**config.mk**
```make
export PLATFORM = sky130hd
export DESIGN_NAME = csr_index_stream_reader
export DESIGN_NICKNAME = d
export VERILOG_FILES = /design/src/rtl/csr_index_stream_reader.sv
export SDC_FILE = /design/constraint.sdc
export NUM_CORES = 1
export LEC_CHECK = 0
export ABC_AREA = 1
export CAP_MARGIN = 20
export CORE_ASPECT_RATIO = 1.4
export CORE_MARGIN = 5
export CORE_UTILIZATION = 40
export DETAILED_ROUTE_END_ITERATION = 7
export PLACE_DENSITY_LB_ADDON = 0.12
export SLEW_MARGIN = 20
export SYNTH_ARGS = -nofsm -noshare
export SYNTH_HDL_FRONTEND = slang
export SYNTH_SLANG_ARGS = --single-unit
```
**constraint.sdc**
```tcl
create_clock -name i_clk -period 2.3 [get_ports i_clk]
set_clock_uncertainty 0.1 [all_clocks]
set_input_delay 0.46 -clock i_clk [delete_from_list [all_inputs] [get_ports i_clk]]
set_output_delay 0.46 -clock i_clk [all_outputs]
set_load 0.01 [all_outputs]
```
**src/rtl/csr_index_stream_reader.sv**
```systemverilog
// CSR index reader: fetches the row_ptr word and column-index words from SRAM1
// and streams packed column indices one per beat over valid/ready.
module csr_index_stream_reader #(
    parameter int DATA_W  = 256,
    parameter int ADDR_W  = 5,
    parameter int RP_W    = 136,
    parameter int CI_W    = 4,
    parameter int CNT_W   = 12,
    parameter int RP_ADDR = 0,
    parameter int CI_BASE = 1,
    parameter int RD_LAT  = 1
) (
    input  logic              i_clk,
    input  logic              i_rstn,
    input  logic              i_start,
    input  logic [CNT_W-1:0]  i_nnz,
    input  logic [DATA_W-1:0] i_read_data,
    output logic              o_read_en,
    output logic [ADDR_W-1:0] o_read_addr,
    output logic [RP_W-1:0]   o_row_ptr,
    output logic              o_rp_valid,
    output logic [CI_W-1:0]   o_col_idx,
    output logic              o_ci_valid,
    input  logic              i_ci_ready,
    output logic              o_busy,
    output logic              o_done,
    output logic [2:0]        o_state
);
    localparam int CPW    = DATA_W / CI_W;
    localparam int SLOT_W = (CPW > 1) ? $clog2(CPW) : 1;
    localparam int LAT_W  = (RD_LAT > 1) ? $clog2(RD_LAT) : 1;
    localparam logic [SLOT_W-1:0] SLOT_LAST = SLOT_W'(CPW - 1);
    localparam logic [LAT_W-1:0]  LAT_LAST  = LAT_W'(RD_LAT - 1);

    typedef enum logic [2:0] {
        IDLE    = 3'd0,
        RP_RD   = 3'd1,
        RP_WAIT = 3'd2,
        CI_RD   = 3'd3,
        CI_WAIT = 3'd4,
        STREAM  = 3'd5,
        DONE    = 3'd6
    } state_e;

    state_e                       state_q, state_d;
    logic [CNT_W-1:0]             nnz_q, nnz_d;
    logic [CNT_W-1:0]             sent_q, sent_d;
    logic [ADDR_W-1:0]            word_q, word_d;
    logic [SLOT_W-1:0]            slot_q, slot_d;
    logic [LAT_W-1:0]             lat_q, lat_d;
    logic [RP_W-1:0]              row_ptr_q, row_ptr_d;
    logic                         rp_valid_q, rp_valid_d;
    logic [CPW-1:0][CI_W-1:0]     ci_buf_q, ci_buf_d;

    always_ff @(posedge i_clk or negedge i_rstn) begin
        if (!i_rstn) begin
            state_q    <= IDLE;
            nnz_q      <= '0;
            sent_q     <= '0;
            word_q     <= '0;
            slot_q     <= '0;
            lat_q      <= '0;
            row_ptr_q  <= '0;
            rp_valid_q <= 1'b0;
            ci_buf_q   <= '0;
        end else begin
            state_q    <= state_d;
            nnz_q      <= nnz_d;
            sent_q     <= sent_d;
            word_q     <= word_d;
            slot_q     <= slot_d;
            lat_q      <= lat_d;
            row_ptr_q  <= row_ptr_d;
            rp_valid_q <= rp_valid_d;
            ci_buf_q   <= ci_buf_d;
        end
    end

    always_comb begin
        state_d    = state_q;
        nnz_d      = nnz_q;
        sent_d     = sent_q;
        word_d     = word_q;
        slot_d     = slot_q;
        lat_d      = lat_q;
        row_ptr_d  = row_ptr_q;
        rp_valid_d = rp_valid_q;
        ci_buf_d   = ci_buf_q;
        case (state_q)
            IDLE: begin
                if (i_start) begin
                    nnz_d      = i_nnz;
                    rp_valid_d = 1'b0;
                    word_d     = '0;
                    slot_d     = '0;
                    sent_d     = '0;
                    state_d    = RP_RD;
                end
            end
            RP_RD: begin
                lat_d   = '0;
                state_d = RP_WAIT;
            end
            // Read data is only sampled on the final wait cycle, RD_LAT after the strobe.
            RP_WAIT: begin
                if (lat_q == LAT_LAST) begin
                    row_ptr_d  = i_read_data[RP_W-1:0];
                    rp_valid_d = 1'b1;
                    lat_d      = '0;
                    state_d    = (nnz_q == '0) ? DONE : CI_RD;
                end else begin
                    lat_d = lat_q + LAT_W'(1);
                end
            end
            CI_RD: begin
                lat_d   = '0;
                state_d = CI_WAIT;
            end
            CI_WAIT: begin
                if (lat_q == LAT_LAST) begin
                    ci_buf_d = i_read_data;
                    lat_d    = '0;
                    state_d  = STREAM;
                end else begin
                    lat_d = lat_q + LAT_W'(1);
                end
            end
            STREAM: begin
                if (i_ci_ready) begin
                    sent_d = sent_q + CNT_W'(1);
                    slot_d = slot_q + SLOT_W'(1);
                    if (sent_q + CNT_W'(1) == nnz_q) begin
                        state_d = DONE;
                    end else if (slot_q == SLOT_LAST) begin
                        slot_d  = '0;
                        word_d  = word_q + ADDR_W'(1);
                        state_d = CI_RD;
                    end
                end
            end
            DONE:    state_d = IDLE;
            default: state_d = IDLE;
        endcase
    end

    // All outputs decode registered state only; i_ci_ready never reaches them directly.
    always_comb begin
        o_read_en   = 1'b0;
        o_read_addr = '0;
        case (state_q)
            RP_RD: begin
                o_read_en   = 1'b1;
                o_read_addr = ADDR_W'(RP_ADDR);
            end
            CI_RD: begin
                o_read_en   = 1'b1;
                o_read_addr = ADDR_W'(CI_BASE) + word_q;
            end
            default: ;
        endcase
    end

    assign o_ci_valid = (state_q == STREAM);
    assign o_col_idx  = (state_q == STREAM) ? ci_buf_q[slot_q] : '0;
    assign o_row_ptr  = row_ptr_q;
    assign o_rp_valid = rp_valid_q;
    assign o_busy     = (state_q != IDLE);
    assign o_done     = (state_q == DONE);
    assign o_state    = state_q;

endmodule

```
After elaboration in Yosys (flattened, before gate mapping)
Index checks and enable logic that the tools add are counted.
- output and inout bits: 153
- register bits after elaboration: 432
- bits of input ports: 272
- logic and storage cells: 139
- $add $sub $neg: 4
- multiplexer cells: 31
- bitwise operators: 1
- eq/ne operators: 15
- reduce and logical (&&, ||, !) cells: 15
- $lt $le $gt $ge: 1
- operator list (operator ; count):
    $mux W5 ; 5
    $bmux W4 S6 ; 1
    $mux W12 ; 2
    $mux W6 ; 4
    $pmux W12 S2 ; 1
    $mux W3 ; 7
    $pmux W3 S6 ; 1
    $add A12 B1 Y12 const B ; 1
    $eq A12 B12 Y1 ; 1
    $logic_not A12 Y1 ; 1
    $pmux W6 S2 ; 1
    $pmux W5 S2 ; 1
    $reduce_and A5 Y1 ; 2
    $eq A3 B3 Y1 const B ; 3
    $mux W4 ; 2
    $ne A2 B2 Y1 const B ; 4
    $lt A6 B7 Y1 const B ; 1
    $add A6 B1 Y6 const B ; 1
    $eq A3 B2 Y1 const B ; 2
    $eq A6 B6 Y1 const B ; 1
    $reduce_and A2 Y1 ; 3
    $reduce_and A3 Y1 ; 2
    $reduce_bool A2 Y1 ; 3
    $add A1 B5 Y5 const A ; 1
    other kinds (10) ; 16

Depth between registers and ports, before layout
- word-level depth: 5
- mapped depth: 15
- gate-level depth less buffers: 15

Worst setup path before layout
No wires, ideal clock.
- path kind: register to output
- start: register slot_q[0]
- end: output port o_col_idx[2]
- data required time: 1.740 ns
- setup slack: 0.092 ns
- arrival: 1.648 ns
- stages on the path, launching flop included: 12
- path buffers: 4
- cells stage by stage: dfrtp_1 buf_2 inv_2 buf_4 buf_4 buf_4 nor2_1 o22ai_1 nand2_1 nand3_1 nand3_1 a21oi_1
- cells in the longest elaborated chain, start to end: 3
- RTL lines (what ; line ; RTL):
    start, declared ; 49 ; logic [SLOT_W-1:0] slot_q, slot_d;
    start signal, assigned ; 71 ; slot_q <= slot_d;
    $bmux W4 S6 ; 164 ; assign o_col_idx = (state_q == STREAM) ? ci_buf_q[slot_q] : '0;
    $mux W4 (not written as such) ; 164 ;
    $mux W4 ; 164 ;
    end, declared ; 22 ; output logic [CI_W-1:0] o_col_idx,
No other way between the ends. The select of a mux whose other input is x is not followed.

Worst setup path in the final report
Ends and elaborated chain as after synthesis.

==> flow_summary.json <==
{
  "run_status": "finished with violations",
  "violations": "negative setup slack",
  "maxSlewViolCount": 0,
  "cts-root-buf": "clkbuf_16",
  "synth_compound_area_share_pct": 14.27,
  "rows": 94,
  "vdd_drop_max_v": 0.0007182,
  "wire_per_inst_um": 19.50,
  "leakage_nw": 12.24,
  "arrival_ns": 2.59,
  "die_area_mm2": 0.05210,
  "grt_overflow": 0,
  "grt_pass1_wl_um": 95940,
  "power_density_mw_per_mm2": 1352,
  "coreArea_mm2": 0.04705,
  "via_per_inst": 5.071,
  "hpwl_um": 47080,
  "p_total_w": 0.03603,
  "ys_types": 35,
  "die_y_um": 268.1,
  "clk_latency_ns": 0.55,
  "report.final.hold_viol_count": 0,
  "clock-sinks": 431,
  "required_ns": 1.74,
  "final_util_pct": 56.63,
  "crit_chain": "buf_12 -> buf_12 -> nor2_1 -> nor2_1 -> o21ai_2 -> o21ai_0 -> o211ai_1 -> nand4_1 -> nand3_1 -> a21oi_2 -> buf_2",
  "yosysWarnings": 0,
  "synth_mux_area_share_pct": 7.101,
  "synthSimpleGateAreaFrac_pct": 15.00,
  "grt_use_total_pct": 23.25,
  "synthFlopType": "dfrtp_1",
  "placement.setup.worst_slack_ns": -0.8980,
  "crit_type": "flip-flop to primary output",
  "grt_max_degree": 93,
  "setup_viol": 4,
  "syn_to_final_growth_pct": 40.00,
  "start_util_pct": 40.45,
  "syn_avg_cell_area_um2": 9.136,
  "die_x_um": 194.3,
  "synth-xor-area-share_pct": 0.2762,
  "place_congestion": 0.8912,
  "fin_area_mm2": 0.02664,
  "path_max_fanout": 10,
  "rsz0062_at_grt": "yes",
  "hold_path_class": "input port to asynchronous set/reset pin",
  "synthCells": 2083,
  "cp-start-kind": "flip-flop",
  "drive_gt1_share_pct": 14.92,
  "relSlewSlack_pct": 65.13,
  "place_area_mm2": 0.02475,
  "vias": 16340,
  "synth_fp_nets": 2358,
  "synth_edf_count": 0,
  "dr.pass1.iters": 5,
  "yosysSeqAreaShare_pct": 56.68,
  "min_period_ns": 3.147,
  "clockBufferDepth": 3,
  "end_kind": "primary output",
  "r2r-start": "slot_q[0]",
  "htreeDepth": 2,
  "clk_pin_slew_ns": 0.07,
  "drt-initial-drc-count": 1162,
  "post-route-period-util_pct": 136.8,
  "whs_ns": 0.2904,
  "synth_top_family_by_area": "simple AND/OR/NAND/NOR gates",
  "tightest_slew_ns": 0.5226,
  "synth_adder_area_share_pct": 0.1973,
  "worst_slack_ns": -0.8468,
  "layout_common_cells": "dfrtp_1, clkdlybuf4s50_1, o21ai_0, nand2_1, inv_1",
  "max_stage_delay_ns": 0.52,
  "numPortBuffers": 424,
  "wirelength_um": 62820,
  "crit_slowest_cell": "dfrtp_4",
  "drcViolationCount": 0,
  "cp-startpoint": "slot_q[0]",
  "grt_pass1_vias": 16680,
  "synth-seq-cells": 431,
  "io_pins": 425,
  "antenna_left": 0,
  "cts_made_buffers": 44,
  "synth_area_mm2": 0.01903,
  "final_nets": 2833,
  "final_common_cell": "dfrtp_1",
  "drv_cap": 0,
  "cts_tree": "built",
  "async_flop_share_pct": 100.0,
  "clock.fmax_ghz": 0.3178,
  "antenna_found_initial": 7,
  "fillers": 4214
}
==> path summary, 6_finish.rpt <==
| check | to | depth (start not counted) | slack (ns) |
|---|---|---|---|
| worst min-delay path | ci_buf_q[149] | 2 | 0.29 |
| worst max register to register | o_state[2] | 15 | 0.01 |
| min in group i_clk | ci_buf_q[7] | 2 | 0.38 |
| max in group asynchronous | ci_buf_q[220] | 4 | 0.93 |
| worst max-delay path | o_col_idx[2] | 11 | -0.85 |
| worst min register to register | ci_buf_q[7] | 2 | 0.38 |
==> cells by family after synthesis <==
kind of cell | Yosys count
compound gates | 513
xor+xnor | 6
fa+ha+maj | 3
buf+inv | 314
flops | 431
mux | 120
simple gates | 696
==> stage by stage <==
step	TNS, ns	std cells
after detailed placement	-3.313	3115
after CTS	-3.187	3206
after global placement	-3.059	3115
final	-3.151	3222
after floorplan	0	2083
after global routing	-4.977	3219
==> synth_stat cells, types with 2 or more instances <==
library cell	instances	area [um^2]
nand3_1	68	340.3
buf_4	4	30.03
nand4_1	23	143.9
o21ai_2	2	17.52
clkbuf_1	82	307.8
nor2_2	4	25.02
buf_2	30	150.1
xnor2_1	2	17.52
o22ai_1	38	237.7
mux2_2	120	1351
o21ai_1	9	45.04
nand3_2	5	50.05
nor3_1	3	15.01
o221ai_1	8	70.07
a21oi_1	13	65.06
nand2_1	400	1501
clkinv_1	4	15.01
dfrtp_1	431	10790
o211ai_1	24	180.2
inv_2	4	15.01
xor2_1	4	35.03
nor2_1	182	683.2
ha_1	3	37.54
nand2_2	5	31.28
o21ai_0	417	2087
buf_1	11	41.29
inv_1	179	671.9
==> layout make-up <==
type                            count  area, um^2  share of cell area, %
Antenna cell                        5       12.51                0.04697
Timing Repair Buffer              556        5754                  21.60
Clock buffer                       58        1225                  4.598
Inverter                          187       711.9                  2.672
Sequential cell                   431       10790                  40.51
Tap cell                          624       780.7                  2.931
Multi-Input combinational cell   1338        7151                  26.84
Clock inverter                     23       212.7                 0.7984
==> worst max-delay path, delay by kind of cell, from the launching register on <==
| family | cells | cell delay (ns) |
|---|---|---|
| AND/OR/NAND/NOR | 4 | 0.55 |
| flip-flops | 1 | 0.52 |
| AO/OA/AOI/OAI | 4 | 0.52 |
| buffers and inverters | 3 | 0.44 |
==> where the power goes <==
group / internal (W) / leakage, nW / switching (W) / total [W]
combinational: 0.00749 / 6.29 / 0.00779 / 0.0153
sequential: 0.0113 / 5.24 / 0.00226 / 0.0136
clock: 0.00411 / 0.711 / 0.00307 / 0.00718
total: 0.0229 / 12.2 / 0.0131 / 0.0360
==> metal layers <==
layer  global-route usage, %  wire (um)  up-vias
li1                        -          -     7841
met2                   41.60      32410      481
met4                   7.947       2319        4
met1                   28.65      24790     7898
met5                       0         34        -
met3                   4.001       3270      114
==> sequential cells by signal, summed over array words and instances (netlist names) <==
register	flops
o_state	3
ci_buf_q	256
nnz_q	12
word_q	5
o_row_ptr	136
sent_q	12
slot_q	6
o_rp_valid	1
==> what timing repair did <==
action | in CTS | in global routing
pin swaps | 15 | 17
gates cloned | 1 | 3
resized for setup | 67 | 34
hold endpoints to repair | 86 | 0
hold buffers | 1 | 0
buffers inserted | 8 | 8
setup endpoints to repair | 19 | 21
(Power assumes the default switching activity.)
